[src/rtl/dynamics_pkg.sv]
// dynamics_pkg: shared constants, FSM states and index-width helper for dynamics_engine
package dynamics_pkg;
  localparam int ENV_W = 8;
  localparam logic [ENV_W-1:0] ENV_MAX = 8'd255;
  localparam int COEFF_SHIFT = 14;
  localparam int ENV_SHIFT = 8;
  typedef enum logic [1:0] {IDLE, MUL_A, MUL_B, DONE} state_t;
  function automatic int idx_w(input int n);
    return n > 1 ? $clog2(n) : 1;
  endfunction
endpackage

[src/rtl/dynamics_env_bank.sv]
// dynamics_env_bank: per-channel decay envelopes; rearm to full, decrement the selected channel
module dynamics_env_bank
  import dynamics_pkg::*;
#(
  parameter int NUM_CH = 8,
  parameter int DECAY_SHIFT = 6
)(
  input  logic clk,
  input  logic reset,
  input  logic rearm,
  input  logic dec,
  input  logic [idx_w(NUM_CH)-1:0] ch,
  output logic [ENV_W-1:0] env
);
  localparam int CW = idx_w(NUM_CH);
  logic [ENV_W-1:0] env_r [NUM_CH];
  logic [ENV_W-1:0] step;
  always_comb begin
    env = env_r[ch];
    step = (env >> DECAY_SHIFT) == '0 ? ENV_W'(1) : env >> DECAY_SHIFT;
  end
  for (genvar g = 0; g < NUM_CH; g++) begin : g_env
    always_ff @(posedge clk or negedge reset)
      if (!reset) env_r[g] <= ENV_MAX;
      else if (rearm) env_r[g] <= ENV_MAX;
      else if (dec && ch == CW'(g)) env_r[g] <= env > step ? env - step : '0;
  end
endmodule

[src/rtl/dynamics_engine.sv]
// dynamics_engine: time-multiplexed per-channel gain/velocity/envelope scaling on one shared multiplier.
// Define DYNAMICS_OVERRUN_EN to add a sticky overrun output for strobes dropped while busy.
module dynamics_engine
  import dynamics_pkg::*;
#(
  parameter int NUM_CH = 8,
  parameter int SAMPLE_W = 16,
  parameter int GAIN_W = 7,
  parameter int DECAY_SHIFT = 6
)(
  input  logic clk,
  input  logic reset,
  input  logic samples_in_ready,
  input  logic note_on,
  input  logic [GAIN_W-1:0] velocity,
  input  logic [NUM_CH*SAMPLE_W-1:0] sample_in,
  input  logic [NUM_CH*GAIN_W-1:0] gain,
  input  logic [NUM_CH-1:0] decay_type,
  output logic busy,
  output logic samples_out_ready,
`ifdef DYNAMICS_OVERRUN_EN
  output logic overrun,
`endif
  output logic [NUM_CH*SAMPLE_W-1:0] sample_out
);
  localparam int CW = idx_w(NUM_CH);
  localparam int AW = SAMPLE_W + 1;
  localparam int CFW = 2 * GAIN_W;
  localparam int BW = CFW + 1;
  state_t state, next;
  logic [CW-1:0] ch;
  logic signed [SAMPLE_W-1:0] sample_a [NUM_CH];
  logic signed [SAMPLE_W-1:0] out_a [NUM_CH];
  logic [GAIN_W-1:0] gain_a [NUM_CH];
  logic [GAIN_W-1:0] vel_r;
  logic [NUM_CH-1:0] decay_r;
  logic [CFW-1:0] coeff;
  logic signed [AW-1:0] mul_a, scaled;
  logic signed [BW-1:0] mul_b;
  logic signed [AW+BW-1:0] prod;
  logic [ENV_W-1:0] env;
  logic start, last, pending, rearm, dec;
  always_comb begin
    start = state == IDLE && samples_in_ready;
    last = ch == CW'(NUM_CH - 1);
    rearm = start && (note_on || pending);
    dec = state == MUL_B && decay_r[ch];
    busy = state == MUL_A || state == MUL_B;
    samples_out_ready = state == DONE;
    next = state == IDLE ? (samples_in_ready ? MUL_A : IDLE) :
           state == MUL_A ? MUL_B :
           state == MUL_B ? (last ? DONE : MUL_A) : IDLE;
    coeff = CFW'(gain_a[ch]) * CFW'(vel_r);
    // MUL_A scales the sample by gain*velocity; MUL_B reuses the multiplier for the envelope
    mul_a = state == MUL_A ? AW'(sample_a[ch]) : scaled;
    mul_b = state == MUL_A ? BW'({1'b0, coeff}) : BW'({1'b0, env});
    prod = mul_a * mul_b;
  end
  always_ff @(posedge clk)
    if (start) begin
      for (int i = 0; i < NUM_CH; i++) begin
        sample_a[i] <= sample_in[i*SAMPLE_W +: SAMPLE_W];
        gain_a[i] <= gain[i*GAIN_W +: GAIN_W];
      end
      vel_r <= velocity;
      decay_r <= decay_type;
    end
  always_ff @(posedge clk or negedge reset)
    if (!reset) begin
      state <= IDLE;
      ch <= '0;
      scaled <= '0;
      pending <= 1'b0;
      out_a <= '{default: '0};
    end else begin
      state <= next;
      pending <= start ? 1'b0 : pending | note_on;
      if (state == MUL_B) ch <= last ? '0 : ch + CW'(1);
      if (state == MUL_A) scaled <= AW'(prod >>> COEFF_SHIFT);
      if (state == MUL_B) out_a[ch] <= decay_r[ch] ? SAMPLE_W'(prod >>> ENV_SHIFT) : SAMPLE_W'(scaled);
    end
  for (genvar g = 0; g < NUM_CH; g++) begin : g_out
    assign sample_out[g*SAMPLE_W +: SAMPLE_W] = out_a[g];
  end
`ifdef DYNAMICS_OVERRUN_EN
  always_ff @(posedge clk or negedge reset)
    if (!reset) overrun <= 1'b0;
    else if (samples_in_ready && busy) overrun <= 1'b1;
    else if (start && note_on) overrun <= 1'b0;
`endif
  dynamics_env_bank #(.NUM_CH(NUM_CH), .DECAY_SHIFT(DECAY_SHIFT)) u_env (
    .clk(clk),
    .reset(reset),
    .rearm(rearm),
    .dec(dec),
    .ch(ch),
    .env(env)
  );
endmodule
[config.mk]
export PLATFORM = sky130hd
export DESIGN_NAME = dynamics_engine
export DESIGN_NICKNAME = d
export VERILOG_FILES = /design/src/rtl/dynamics_pkg.sv /design/src/rtl/dynamics_env_bank.sv /design/src/rtl/dynamics_engine.sv
export SDC_FILE = /design/constraint.sdc
export NUM_CORES = 1
export LEC_CHECK = 0
export BUFFER_PORTS_ARGS = -buffer_cell sky130_fd_sc_hd__buf_2
export CAP_MARGIN = 10
export CORE_ASPECT_RATIO = 2
export CORE_MARGIN = 4
export CORE_UTILIZATION = 61
export CTS_BUF_LIST = sky130_fd_sc_hd__clkbuf_2
export DETAILED_ROUTE_END_ITERATION = 8
export GPL_ROUTABILITY_DRIVEN = 0
export GPL_TIMING_DRIVEN = 0
export PLACE_DENSITY = 0.92
export SYNTH_ARGS = -nofsm -noshare
export SYNTH_HDL_FRONTEND = slang
export SYNTH_SLANG_ARGS = --single-unit
[constraint.sdc]
create_clock -name clk -period 15.79 [get_ports clk]
set_input_delay 3.158 -clock clk [delete_from_list [all_inputs] [get_ports clk]]
set_output_delay 3.158 -clock clk [all_outputs]
set_load 0.03 [all_outputs]
==> run metrics <==
WP data arrival 16,000 ps; initial antenna violation count 4; Fin Clk Skew 163 ps; Place WS 576 ps; CP Class register to register; Non-Filler Instances 3,470; Final period util 95.7%; Avg Inst Size Synth 11.1 um2; Worst-path clk slew 130 ps; H-tree depth 3; final setup fails 0; GRT Overall Usage 35.3%; DIE AREA 48,000 um2; count of boundary I/O pins 333; vias in the first global route 23,758; layout cells sized above 1 22.9%; Iter 0 DRT Violations 2,484; largest fanout on the critical path 10; Synth async-reset ratio 51.9%; max-slew violation count 0; synthesized cell area 27,000 um2; grt total ovfl 0; accumulated negative setup slack 0 ps; Clock Sinks 414; fin worst setup slack 676 ps; fin crit period 15,110 ps; WL/cell 24.3 um; final net count 3,418; Reg2Reg Depth 48; achievable frequency 66.2 MHz; critical path launch point type register; FF-to-FF End sample_out[61]; top_reg_cell synth edfxtp_1; post-synthesis compound-gate area fraction 10.3%; Post-Route WL 84.2 mm; Root Driver clkbuf_2; crit-path max cell delay 760 ps; drt first pass iters 7; mux cell area share after synthesis 5.05%; Critical Path RT 16,680 ps; Clock Path Buffers 3; Core ar. 43,600 um2; crit path capture sample_out[61]; Rows 108; RSZ-0062 raised after global routing false; Setup crit start ch[1]; slowest cell on the critical path mux2i_2; hpwl dp 64.2 mm; Vias per Instance 6.32; synthesized flop and latch total 414; Syn. warnings 0; Slew HR 6.61%; Finished Core Util 69.5%; Chip Height 306 um; Buffers on Ports 332; TritonCTS buffer count 85; via count 21,937; drt drc 0; CTS Hold Buffers Added 0; Final Hold Vio Count 0; Post-CTS Setup Bufs 0; flop2flop setup slack 680 ps; Mapped Nets 2,994; adder-cell share of the synthesized area 23.8%; area share of xor/xnor cells in the synthesized design 1.38%; initial core utilization 61.9%; simple-gate portion of the synthesized area 11.7%; CTS tree built; register area share after synthesis 42.3%; r2r startpoint ch[1]; worst-margin pin slew 1360 ps; Cells after DPL 3,312; largest net degree at the start of global routing 152; Post-Synthesis Cells 2,426; CP Depth 48; CP most frequent cell fa_1; family with the most delay on the worst path adder cells; clock latency on the worst-skew pair 1100 ps; maxcap violations 0; count of cell types in the netlist 83; status finished clean; die width 157 um; combinational family with the most area after synthesis adder cells; worst hold path class register to register; Routed Antenna Nets 0; Worst setup EP type register; P&R area growth vs syn 12.2%; Post-synth EDFFs 199; first-pass GRT wire length 127 mm; crit path buf inv count 14
tightest hold or removal path: cells and delay by family, from the launching register on:
| family | cells | cell delay, ps |
|---|---|---|
| flip-flops | 1 | 350 |
| AO/OA/AOI/OAI | 1 | 60 |
| AND/OR/NAND/NOR | 1 | 50 |
cell usage in the layout, fill, tap and decap left out, drive strengths merged, types with 8 or more instances in the layout:
cell type	Yosys	final
buf	32	369
nand2	353	353
inv	254	257
o21ai	257	257
fa	250	250
clkbuf	85	206
edfxtp	199	199
dfrtp	151	151
ha	115	115
a21oi	86	86
nor2	83	83
dfstp	64	64
and2	53	53
nor2b	41	41
nor3	40	40
mux2i	40	40
nand3	33	33
mux4	30	30
xnor2	29	29
clkinv	0	27
a21o	22	22
mux2	21	21
nand2b	20	20
nor4	15	15
a221oi	13	13
a22oi	12	12
xor2	12	12
o22ai	11	11
or2	10	10
and3	9	9
nand4	9	9
o21bai	8	8
layout make-up:
| class | instances | area [um2] |
|---|---|---|
| well taps | 550 | 688 |
| multi-input cells | 1641 | 14200 |
| clock buffers | 121 | 606 |
| diodes | 3 | 7.51 |
| flip-flops and latches | 414 | 11400 |
| repair buffers | 337 | 1750 |
| clock inverters | 33 | 193 |
| inverters | 254 | 961 |
| fillers | 2940 | 13300 |
| plain buffers | 117 | 510 |
worst min path at each step:
stage               startpoint  cells past startpoint               to
2_1_floorplan          pending                      2          pending
3_3_place_gp    sample_out[55]                      2   sample_out[55]
3_5_place_dp    sample_out[66]                      2   sample_out[66]
4_1_cts        sample_out[102]                      2  sample_out[102]
5_1_grt         sample_out[66]                      2   sample_out[66]
6_report         sample_out[3]                      2    sample_out[3]
state kept, by name, indices dropped and copies added (netlist names):
signal       flops
sample_a       128
sample_out     128
u_env.env_r     64
gain_a          56
scaled          17
decay_r          8
vel_r            7
ch               3
state            2
pending          1
logic make-up (layout without fill, tap and decap cells):
group,count (synthesis),count (layout)
multiplexers,91,91
other,0,3
AND/OR/NAND/NOR,686,686
XOR/XNOR,41,41
adder cells (fa/ha/maj),365,365
buffers and inverters,371,862
flip-flops,414,414
AO/OA/AOI/OAI,458,458
cell usage after synthesis, types with 12 or more instances:
master	instances	area share, %
nand2b_1	20	0.46
ha_1	115	5.3
o21ai_0	193	3.6
edfxtp_1	199	22
nand2_1	353	4.9
a21oi_1	75	1.4
mux2_2	18	0.75
dfstp_2	64	6.2
nand3_1	33	0.61
and2_1	51	1.2
mux2i_1	33	1.2
nor4_1	15	0.35
xnor2_1	28	0.91
inv_1	250	3.5
nor2b_1	41	0.95
mux4_2	30	2.5
o21ai_1	63	1.2
clkbuf_1	85	1.2
a21o_1	22	0.61
nor3_1	39	0.72
fa_1	250	19
a22oi_1	12	0.33
buf_2	15	0.28
dfrtp_1	151	14
nor2_1	82	1.1
per-layer routing:
layer	GRT usage [%]	up-vias	part of all wire [%]
met3	8.81	626	9.7
met2	59.7	1745	50
met1	35.6	10473	29
met4	30.2	2	11
met5	0	-	0.014
li1	-	9091	-
stage by stage:
step / hold slack [ps] / instance area [um2]
after floorplan: 450 / 27000
after global placement: 456 / 29400
after detailed placement: 466 / 29500
after CTS: 495 / 30300
after global routing: 512 / 30300
final: 491 / 30300
what timing repair did:
item	in CTS	in global routing
resized for setup	0	2
endpoints found under the hold margin	0	0
setup endpoints to repair	0	9
Power is not shown: default switching activity piles up to over one toggle a cycle in this logic, so the estimate is an artifact.
